==> src/rtl/dmgplus_cart_reader.sv <==
// Read-only Game Boy cartridge bus master: turns a one-byte read request into a timed
// SETUP / STROBE / HOLD cycle on the cart pins, with strobe widths set by parameters.
module dmgplus_cart_reader #(
  parameter int SETUP_CYC  = 2,
  parameter int ACCESS_CYC = 4,
  parameter int HOLD_CYC   = 1
) (
  input  logic        clk_8m,
  input  logic        rst,
  input  logic [15:0] rom_addr,
  input  logic        rom_rd,
  output logic        rom_bsy,
  output logic [7:0]  rom_data,
  output logic [15:0] cart_a,
  input  logic [7:0]  cart_d_in,
  output logic        cart_rd_n,
  output logic        cart_wr_n,
  output logic        cart_cs_n,
  output logic [1:0]  dbg_state
);

  // Request handshake: rom_rd is a one-cycle pulse accepted only in IDLE; rom_bsy is
  // combinational so the requester sees it high in the very cycle it raised rom_rd.
  typedef enum logic [1:0] {IDLE = 2'd0, SETUP = 2'd1, STROBE = 2'd2, HOLD = 2'd3} state_t;

  localparam logic [3:0] SETUP_LD  = 4'(SETUP_CYC - 1);
  localparam logic [3:0] ACCESS_LD = 4'(ACCESS_CYC - 1);
  localparam logic [3:0] HOLD_LD   = 4'(HOLD_CYC - 1);

  state_t      state_q, state_d;
  logic [3:0]  cnt_q, cnt_d;
  logic [15:0] cart_a_q, cart_a_d;
  logic [7:0]  rom_data_q, rom_data_d;
  logic        cart_rd_n_q, cart_rd_n_d;
  logic        strobe_end;

  always_ff @(posedge clk_8m) begin
    if (rst) begin
      state_q     <= IDLE;
      cnt_q       <= 4'd0;
      cart_a_q    <= 16'h0000;
      rom_data_q  <= 8'h00;
      cart_rd_n_q <= 1'b1;
    end else begin
      state_q     <= state_d;
      cnt_q       <= cnt_d;
      cart_a_q    <= cart_a_d;
      rom_data_q  <= rom_data_d;
      cart_rd_n_q <= cart_rd_n_d;
    end
  end

  always_comb begin
    state_d = state_q;
    cnt_d   = cnt_q;
    case (state_q)
      IDLE: begin
        if (rom_rd) begin
          if (SETUP_CYC == 0) begin
            state_d = STROBE;
            cnt_d   = ACCESS_LD;
          end else begin
            state_d = SETUP;
            cnt_d   = SETUP_LD;
          end
        end
      end
      SETUP: begin
        if (cnt_q == 4'd0) begin
          state_d = STROBE;
          cnt_d   = ACCESS_LD;
        end else begin
          cnt_d = cnt_q - 4'd1;
        end
      end
      STROBE: begin
        if (cnt_q == 4'd0) begin
          if (HOLD_CYC == 0) begin
            state_d = IDLE;
            cnt_d   = 4'd0;
          end else begin
            state_d = HOLD;
            cnt_d   = HOLD_LD;
          end
        end else begin
          cnt_d = cnt_q - 4'd1;
        end
      end
      HOLD: begin
        if (cnt_q == 4'd0) begin
          state_d = IDLE;
          cnt_d   = 4'd0;
        end else begin
          cnt_d = cnt_q - 4'd1;
        end
      end
      default: begin
        state_d = IDLE;
        cnt_d   = 4'd0;
      end
    endcase
  end

  // /RD is registered from the next state so it drops exactly on STROBE entry.
  always_comb begin
    strobe_end  = (state_q == STROBE) && (cnt_q == 4'd0);
    cart_a_d    = ((state_q == IDLE) && rom_rd) ? rom_addr : cart_a_q;
    rom_data_d  = strobe_end ? cart_d_in : rom_data_q;
    cart_rd_n_d = (state_d != STROBE);
    rom_bsy     = rom_rd | (state_q != IDLE);
  end

  assign rom_data  = rom_data_q;
  assign cart_a    = cart_a_q;
  assign cart_rd_n = cart_rd_n_q;
  assign cart_wr_n = 1'b1;
  assign cart_cs_n = 1'b1;
  assign dbg_state = state_q;

endmodule

==> config.mk <==
export PLATFORM = sky130hd
export DESIGN_NAME = dmgplus_cart_reader
export DESIGN_NICKNAME = d
export VERILOG_FILES = /design/src/rtl/dmgplus_cart_reader.sv
export SDC_FILE = /design/constraint.sdc
export NUM_CORES = 1
export LEC_CHECK = 0
export ABC_AREA = 1
export ABC_CLOCK_PERIOD_IN_PS = 1350
export CELL_PAD_IN_SITES_DETAIL_PLACEMENT = 1
export CELL_PAD_IN_SITES_GLOBAL_PLACEMENT = 2
export CORE_MARGIN = 2
export CORE_UTILIZATION = 21
export DETAILED_ROUTE_END_ITERATION = 7
export HOLD_SLACK_MARGIN = 0.15
export PLACE_DENSITY_LB_ADDON = 0.1
export SLEW_MARGIN = 5
export SYNTH_ARGS = -nofsm -noshare
export SYNTH_HDL_FRONTEND = slang
export SYNTH_SLANG_ARGS = --single-unit
==> constraint.sdc <==
create_clock -name clk_8m -period 1.35 [get_ports clk_8m]
set_clock_uncertainty 0.05 [all_clocks]
set_input_delay 0.27 -clock clk_8m [delete_from_list [all_inputs] [get_ports clk_8m]]
set_output_delay 0.27 -clock clk_8m [all_outputs]
set_load 0.005 [all_outputs]
# Word level (Yosys, flattened, before mapping)
# Index checks and enable logic that the tools add are counted.
# classes
eq_ne,5
add_sub_neg,1
muxes,9
reduce_logical,6
bitwise,1
# ops
cell,n
$mux 4,3
$pmux 4 s3,1
$mux 2,4
$pmux 2 s4,1
$eq 2x2->1 const B,2
$logic_not 4->1,1
$ne 2x2->1 const B,2
$sub 4x1->4 const B,1
$eq 2x1->1 const B,1
$logic_and 1x1->1,2
$logic_not 2->1,1
$reduce_bool 2->1,1
$reduce_or 2->1,1
$or 1x1->1,1
# totals
input_bits,27
word_cells,27
output_inout_bits,30
register_bits,31

# Depth between registers and ports, before layout
# Gate-level depths: netlist (run 1).
# logic_depth
depth_word,4
mapped_depth,7
mapped_depth_nobuf,6

# Worst setup path before layout (run 1)
# Ideal clock, no wire load.
# synth_path
kind,reg-to-reg
start,"register state_q[0], in the netlist dbg_state[0]"
end,"register cart_a_q[10], in the netlist cart_a[10]"
slack_ps,213
path_buffers,2
stages_incl_launch_ff,8
period_less_slack_ps,1137
setup_time_ps,116
t_arrival_ps,971
required_ps,1184
cell_sequence,dfxtp_1 > nor2_2 > nand2_1 > buf_6 > inv_8 > buf_6 > nor2_1 > nor2_1
# synth_between
elab_chain_len,2
# synth_lines
element,line,rtl
start: declaration,30,"state_t state_q, state_d;"
start signal: assignment,45,state_q <= state_d;
$logic_not 2->1,107,cart_a_d = ((state_q == IDLE) && rom_rd) ? rom_addr : cart_a_q;
$logic_and 1x1->1,107,
end signal: assignment,47,cart_a_q <= cart_a_d;
end: declaration,32,"logic [15:0] cart_a_q, cart_a_d;"
# Every way passes these cells.
# A chain may end at the register's enable or synchronous reset.

# Final worst setup path (run 1)
# layout_path
start,"register state_q[1], in the netlist dbg_state[1]"
end,output dbg_state[1]
# layout_lines
element,line,rtl
end: declaration,19,output logic [1:0] dbg_state
# No word-level cell between the ends.

==> results.cfg, run 1 <==
[outcome]
status = completed

[sta]
finalMaxSlewViolations = 0
maxClockFrequency_mhz = 771
period_needed_ns = 1.30
total_count_of_hold_check_failures_in_the_final_report = 0
setup_violations = 0
setup-tns-final_ns = 0
post-route-worst-setup-slack_ns = 0.0533
rsz0062_at_grt = false
final_min_period_over_clock_period = 0.961

[routing]
drtAntennaViolNets = 0
dr.first_iter.drc_count = 51
postRouteWirelength_mm = 3.76
num_vias = 1256
wire_per_inst_um = 12.6
drt_first_pass_iters = 3
number_of_drc_violations_after_detailed_routing = 0
post_drt_via_cell_ratio = 4.20

[final_layout]
final.fill_count = 672
n_diodes = 0
layout-area-overhead-vs-synth_pct = 65.6
final_nets = 253
share_of_final_layout_standard_cells_stronger_than_drive_strength_1 = 0.194

[clock_network]
setup_fix_buffers_added_after_clock_tree_synthesis = 0
insertion_delay_ns = 0.28
htreeDepth = 2
clk_root_buffer_cell = clkbuf_8
cts_num_sinks = 31
ctsLongestPathBuffers = 2
cts_tree = yes
numCtsBuffers = 5
number_of_hold_repair_buffers_added_at_the_cts_stage = 0
path_clk_slew_ns = 0.07

[floorplanning]
floorplan.die_area_um2 = 6350
core_region_area_um2 = 5510
floorplan.die.width_um = 79.7
ioPinCount = 57
die_h_um = 79.7
row_count = 27
initial_utilization = 0.219

[power_and_ir_drop]
p_comb_frac = 0.270
power.share.switching = 0.305
cellPowerDensity_nw_per_um2 = 1250
power.share.sequential = 0.442
p_leak_nw = 0.923
internal_cell_power_mw = 1.73
total_switching_power_mw = 0.763
power.share.clock = 0.289
vdd_ir_drop_max_uv = 421

[synth]
mapped_avg_cell_area_um2 = 7.57
ys_seq_elements = 31
synthCells = 159
yosys_warning_count = 0
synth.cell_area_um2 = 1200
synth_cell_types = 21
ys_seq_area_frac = 0.516

[worst_hold_path]
hold_path_class = flop to flop

[place]
gp_congestion = 0.726
dp_hpwl_mm = 2.62
io_buffers = 54
place_ws_ns = -0.356

[critical_path]
startpoint_type = flop
timing.critical_path.to_type = output port
path_class = flop to output port
timing.critical_path.required_ns = 1.03
cp_max_fo = 3
crit_arrival_ns = 0.98

[global_routing]
grt.total_usage = 0.132
grt_pass1_wl_mm = 6.45
grt_remaining_overflow = 0
number_of_global_route_vias_before_repair = 1388
antenna_violations_before_repair = 0
largest_net_degree_at_the_start_of_global_routing = 30

[flow_run]
max-cap-violations = 0
==> worst max-delay path: stages, from the launching register on <==
cell and delay (ns):
dfxtp_4 0.36, buf_4 0.13, clkdlybuf4s15_1 0.20
==> final timing paths <==
kind / cells after the start / slack [ns] / from / to
setup / recovery: 2 / 0.05 / dbg_state[1] / dbg_state[1]
hold / removal: 2 / 0.43 / cart_a[13] / cart_a[13]
setup reg to reg: 6 / 0.06 / dbg_state[0] / rom_data[0]
hold reg to reg: 2 / 0.43 / cart_a[13] / cart_a[13]
==> kinds of logic (layout without fill, tap and decap cells) <==
kind of cell / after synthesis / count (layout) / share of synthesized area
flops: 31 / 31 / 0.516
other cells: 1 / 2 / 0.00312
compound gates: 28 / 28 / 0.117
buf+inv: 18 / 85 / 0.0842
simple gates: 81 / 81 / 0.280
==> Yosys cell counts <==
cell type	count	share of area
clkbuf_1	2	0.0062
a21oi_1	2	0.0083
buf_4	2	0.012
nand2_1	11	0.034
nor2_4	1	0.0094
o21ai_0	22	0.091
inv_8	1	0.0094
nand4_1	1	0.0052
clkinv_2	1	0.0042
nor2_2	1	0.0052
nor3_1	1	0.0042
nand3_2	1	0.0083
o21ai_1	3	0.012
buf_2	2	0.0083
buf_6	2	0.019
dfxtp_1	31	0.52
nand3_1	10	0.042
conb_1	1	0.0031
nor2_1	55	0.17
a31oi_1	1	0.0052
inv_1	8	0.025
==> sequential cells by signal, summed over array words and instances, names as in the netlist <==
name	flops
dbg_state	2
cnt_q	4
cart_a	16
cart_rd_n	1
rom_data	8
==> per-stage QoR <==
step / utilization / hold slack, ns / total power, mW / cell area [um^2] / instances
after global routing: 0.362 / 0.455 / 2.70 / 1990 / 299
after global placement: 0.348 / 0.413 / 1.83 / 1920 / 291
after CTS: 0.362 / 0.434 / 2.54 / 1990 / 299
after floorplan: - / 0.289 / 1.42 / 1210 / 160
final: 0.362 / 0.426 / 2.50 / 1990 / 299
after detailed placement: 0.348 / 0.429 / 1.85 / 1920 / 291
==> final cells by class <==
| type | instances | area (um^2) | share of cell area |
|---|---|---|---|
| flip-flops and latches | 31 | 642 | 0.322 |
| repair buffers | 67 | 633 | 0.318 |
| multi-input cells | 111 | 498 | 0.250 |
| well taps | 72 | 90.1 | 0.0452 |
| clock buffers | 5 | 68.8 | 0.0345 |
| inverters | 10 | 46.3 | 0.0232 |
| clock inverters | 3 | 15.0 | 0.00753 |
==> repair_timing <==
item	4_1_cts	5_1_grt
setup endpoints to repair	28	13
pin swaps	0	2
resized for setup	46	14
==> power by group through the flow <==
stage / sequential [mW] / combinational (mW) / clock, mW
after floorplan: 1.12 / 0.303 / 0
after global placement: 1.11 / 0.723 / 0
after detailed placement: 1.11 / 0.740 / 0
after CTS: 1.10 / 0.681 / 0.757
after global routing: 1.12 / 0.760 / 0.822
final: 1.10 / 0.673 / 0.721
==> cells in the final DEF (no fill, tap or decap), drive strengths merged <==
cell type | netlist | layout
nand4 | 1 | 1
a31oi | 1 | 1
clkinv | 1 | 4
a21oi | 2 | 2
nand2 | 11 | 11
inv | 9 | 9
clkdlybuf4s50 | 0 | 25
nor3 | 1 | 1
nor2 | 57 | 57
conb | 1 | 2
nand3 | 11 | 11
dfxtp | 31 | 31
clkdlybuf4s15 | 0 | 1
dlygate4sd2 | 0 | 26
o21ai | 25 | 25
clkbuf | 2 | 6
buf | 6 | 14
==> layer usage <==
layer / track usage / routed length [um] / vias up
li1: - / - / 633
met1: 0.133 / 1540 / 581
met5: 0 / 0 / -
met2: 0.245 / 1930 / 40
met4: 0.0414 / 25 / 0
met3: 0.0566 / 265 / 2
Power figures use the tool's default switching activity.
==> inputs of run 2 (changes only) <==
--- a/constraint.sdc
+++ b/constraint.sdc
@@ -4,2 +4,2 @@
 set_output_delay 0.27 -clock clk_8m [all_outputs]
-set_load 0.005 [all_outputs]
+set_load 0.1 [all_outputs]
==> run 2 against run 1 <==
Net effect: clock power grew 4.2%; critical path depth grew 1; die area unchanged; flip-flop and latch count unchanged; critical path type unchanged; count of clock-buffer cells in the layout rose by 2; utilization rose by 5.1 points; sequential power grew 5%.
==> results.cfg, run 2 (synthesized netlist as in run 1, its figures left out) <==
[flow_run]
max-cap-violations = 0

[routing]
number_of_drc_violations_after_detailed_routing = 0
drt_first_pass_iters = 2
postRouteWirelength_mm = 3.90
num_vias = 1296
post_drt_via_cell_ratio = 4.38
dr.first_iter.drc_count = 28
wire_per_inst_um = 13.2
drtAntennaViolNets = 0

[global_routing]
grt.total_usage = 0.131
grt_pass1_wl_mm = 6.31
largest_net_degree_at_the_start_of_global_routing = 21
grt_remaining_overflow = 0
number_of_global_route_vias_before_repair = 1334
antenna_violations_before_repair = 0

[sta]
finalMaxSlewViolations = 0
post-route-worst-setup-slack_ns = 0.0120
rsz0062_at_grt = true
hold_ws_ns = 0.448
maxClockFrequency_mhz = 747
setup_violations = 0
period_needed_ns = 1.34
final_min_period_over_clock_period = 0.991
total_count_of_hold_check_failures_in_the_final_report = 0

[power_and_ir_drop]
power.share.switching = 0.432
power.share.clock = 0.207
total_power_mw = 3.63
p_comb_frac = 0.476
p_leak_nw = 0.949
vdd_ir_drop_max_uv = 582
internal_cell_power_mw = 2.06
total_switching_power_mw = 1.57
power.share.sequential = 0.317
cellPowerDensity_nw_per_um2 = 1600

[place]
io_buffers = 54
dp_hpwl_mm = 2.95
gp_congestion = 0.763
place_ws_ns = -0.0855

[clock_network]
clk_root_buffer_cell = clkbuf_8
insertion_delay_ns = 0.28
htreeDepth = 2
number_of_hold_repair_buffers_added_at_the_cts_stage = 0
path_clk_slew_ns = 0.07
numCtsBuffers = 5
ctsLongestPathBuffers = 2
cts_tree = yes
cts_num_sinks = 31

[critical_path]
crit_path_top_delay_cell = dfxtp_4
timing.rr.start = dbg_state[0]
critPathLaunch = dbg_state[1]
timing.critical_path.slowest_cell_delay_ns = 0.36
path_cells = nor2_4, nand2_4, buf_12
startpoint_type = flop
path_class = flop to output port
crit_arrival_ns = 1.02
worst_path_dominant_cell_family = flip-flops
timing.critical_path.to_type = output port
timing.critical_path.buf_inv = 1
timing.critical_path.required_ns = 1.03
cp_max_fo = 4

[floorplanning]
row_count = 27
initial_utilization = 0.219
ioPinCount = 57
floorplan.die_area_um2 = 6350
floorplan.die.width_um = 79.7
die_h_um = 79.7
core_region_area_um2 = 5510

[worst_hold_path]
hold_path_class = flop to flop
timing.hold.worst.start = cnt_q[3]

[final_layout]
final_nets = 250
largest_reg_flops = 16
most-common-layout-cells = 53 x nor2_1, 29 x dfxtp_1, 29 x buf_12, 25 x clkdlybuf4s50_1, 18 x o21ai_0
layout-area-overhead-vs-synth_pct = 89.0
n_diodes = 0
layout_commonest_cell = nor2_1
final_core_utilization = 0.413
final.fill_count = 628
share_of_final_layout_standard_cells_stronger_than_drive_strength_1 = 0.250

[outcome]
status = completed
-- run 2: worst min-delay path, stage by stage, from the launching register on --
cell	delay [ns]
dfxtp_1	0.33
nand3_1	0.09
a31oi_1	0.04
-- run 2: per-stage QoR --
stage	cells	setup TNS (ns)	instance area, um^2
2_1_floorplan	160	0	1220
3_3_place_gp	283	-0.387	2130
3_5_place_dp	283	-1.02	2130
4_1_cts	295	-0.00460	2250
5_1_grt	296	-0.0280	2270
6_report	296	0	2270
-- run 2: final cells by class --
class / instances / area (um^2) / share of cell area
well taps: 72 / 90.1 / 0.0396
clock buffers: 7 / 86.3 / 0.0380
repair buffers: 64 / 907 / 0.399
clock inverters: 1 / 5.00 / 0.00220
multi-input cells: 111 / 510 / 0.224
flip-flops and latches: 31 / 628 / 0.276
inverters: 10 / 47.5 / 0.0209
-- run 2: layer usage --
metal  GRT usage  up-vias  part of all wire
li1            -      633                 -
met1       0.138      620              0.40
met2       0.239       41              0.53
met3      0.0498        2             0.070
met4      0.0414        0            0.0038
met5           0        -                 0
-- run 2: final timing paths --
path | to | slack [ns] | cells after the start
max | rom_bsy | 0.01 | 3
min | cnt_q[3] | 0.45 | 2
max reg2reg | dbg_state[0] | 0.09 | 7
min reg2reg | cnt_q[3] | 0.45 | 2
-- run 2: power groups by stage --
stage	registers [mW]	clock network (mW)	logic (mW)
2_1_floorplan	1.83	0	0.369
3_3_place_gp	1.18	0	1.66
3_5_place_dp	1.18	0	1.68
4_1_cts	1.16	0.795	1.72
5_1_grt	1.17	0.847	1.80
6_report	1.15	0.751	1.73
-- run 2: timing repair --
item	CTS	global route
setup endpoints to repair	1	14
setup buffers	4	1
gates resized for setup	3	8
pin swaps	2	1
==> inputs of run 3 (changes only) <==
- CTS_CLUSTER_DIAMETER: unset -> 150
- CTS_CLUSTER_SIZE: unset -> 28
==> results of run 3 <==
The final DEF is identical to that of run 2; final timing and power are the same.
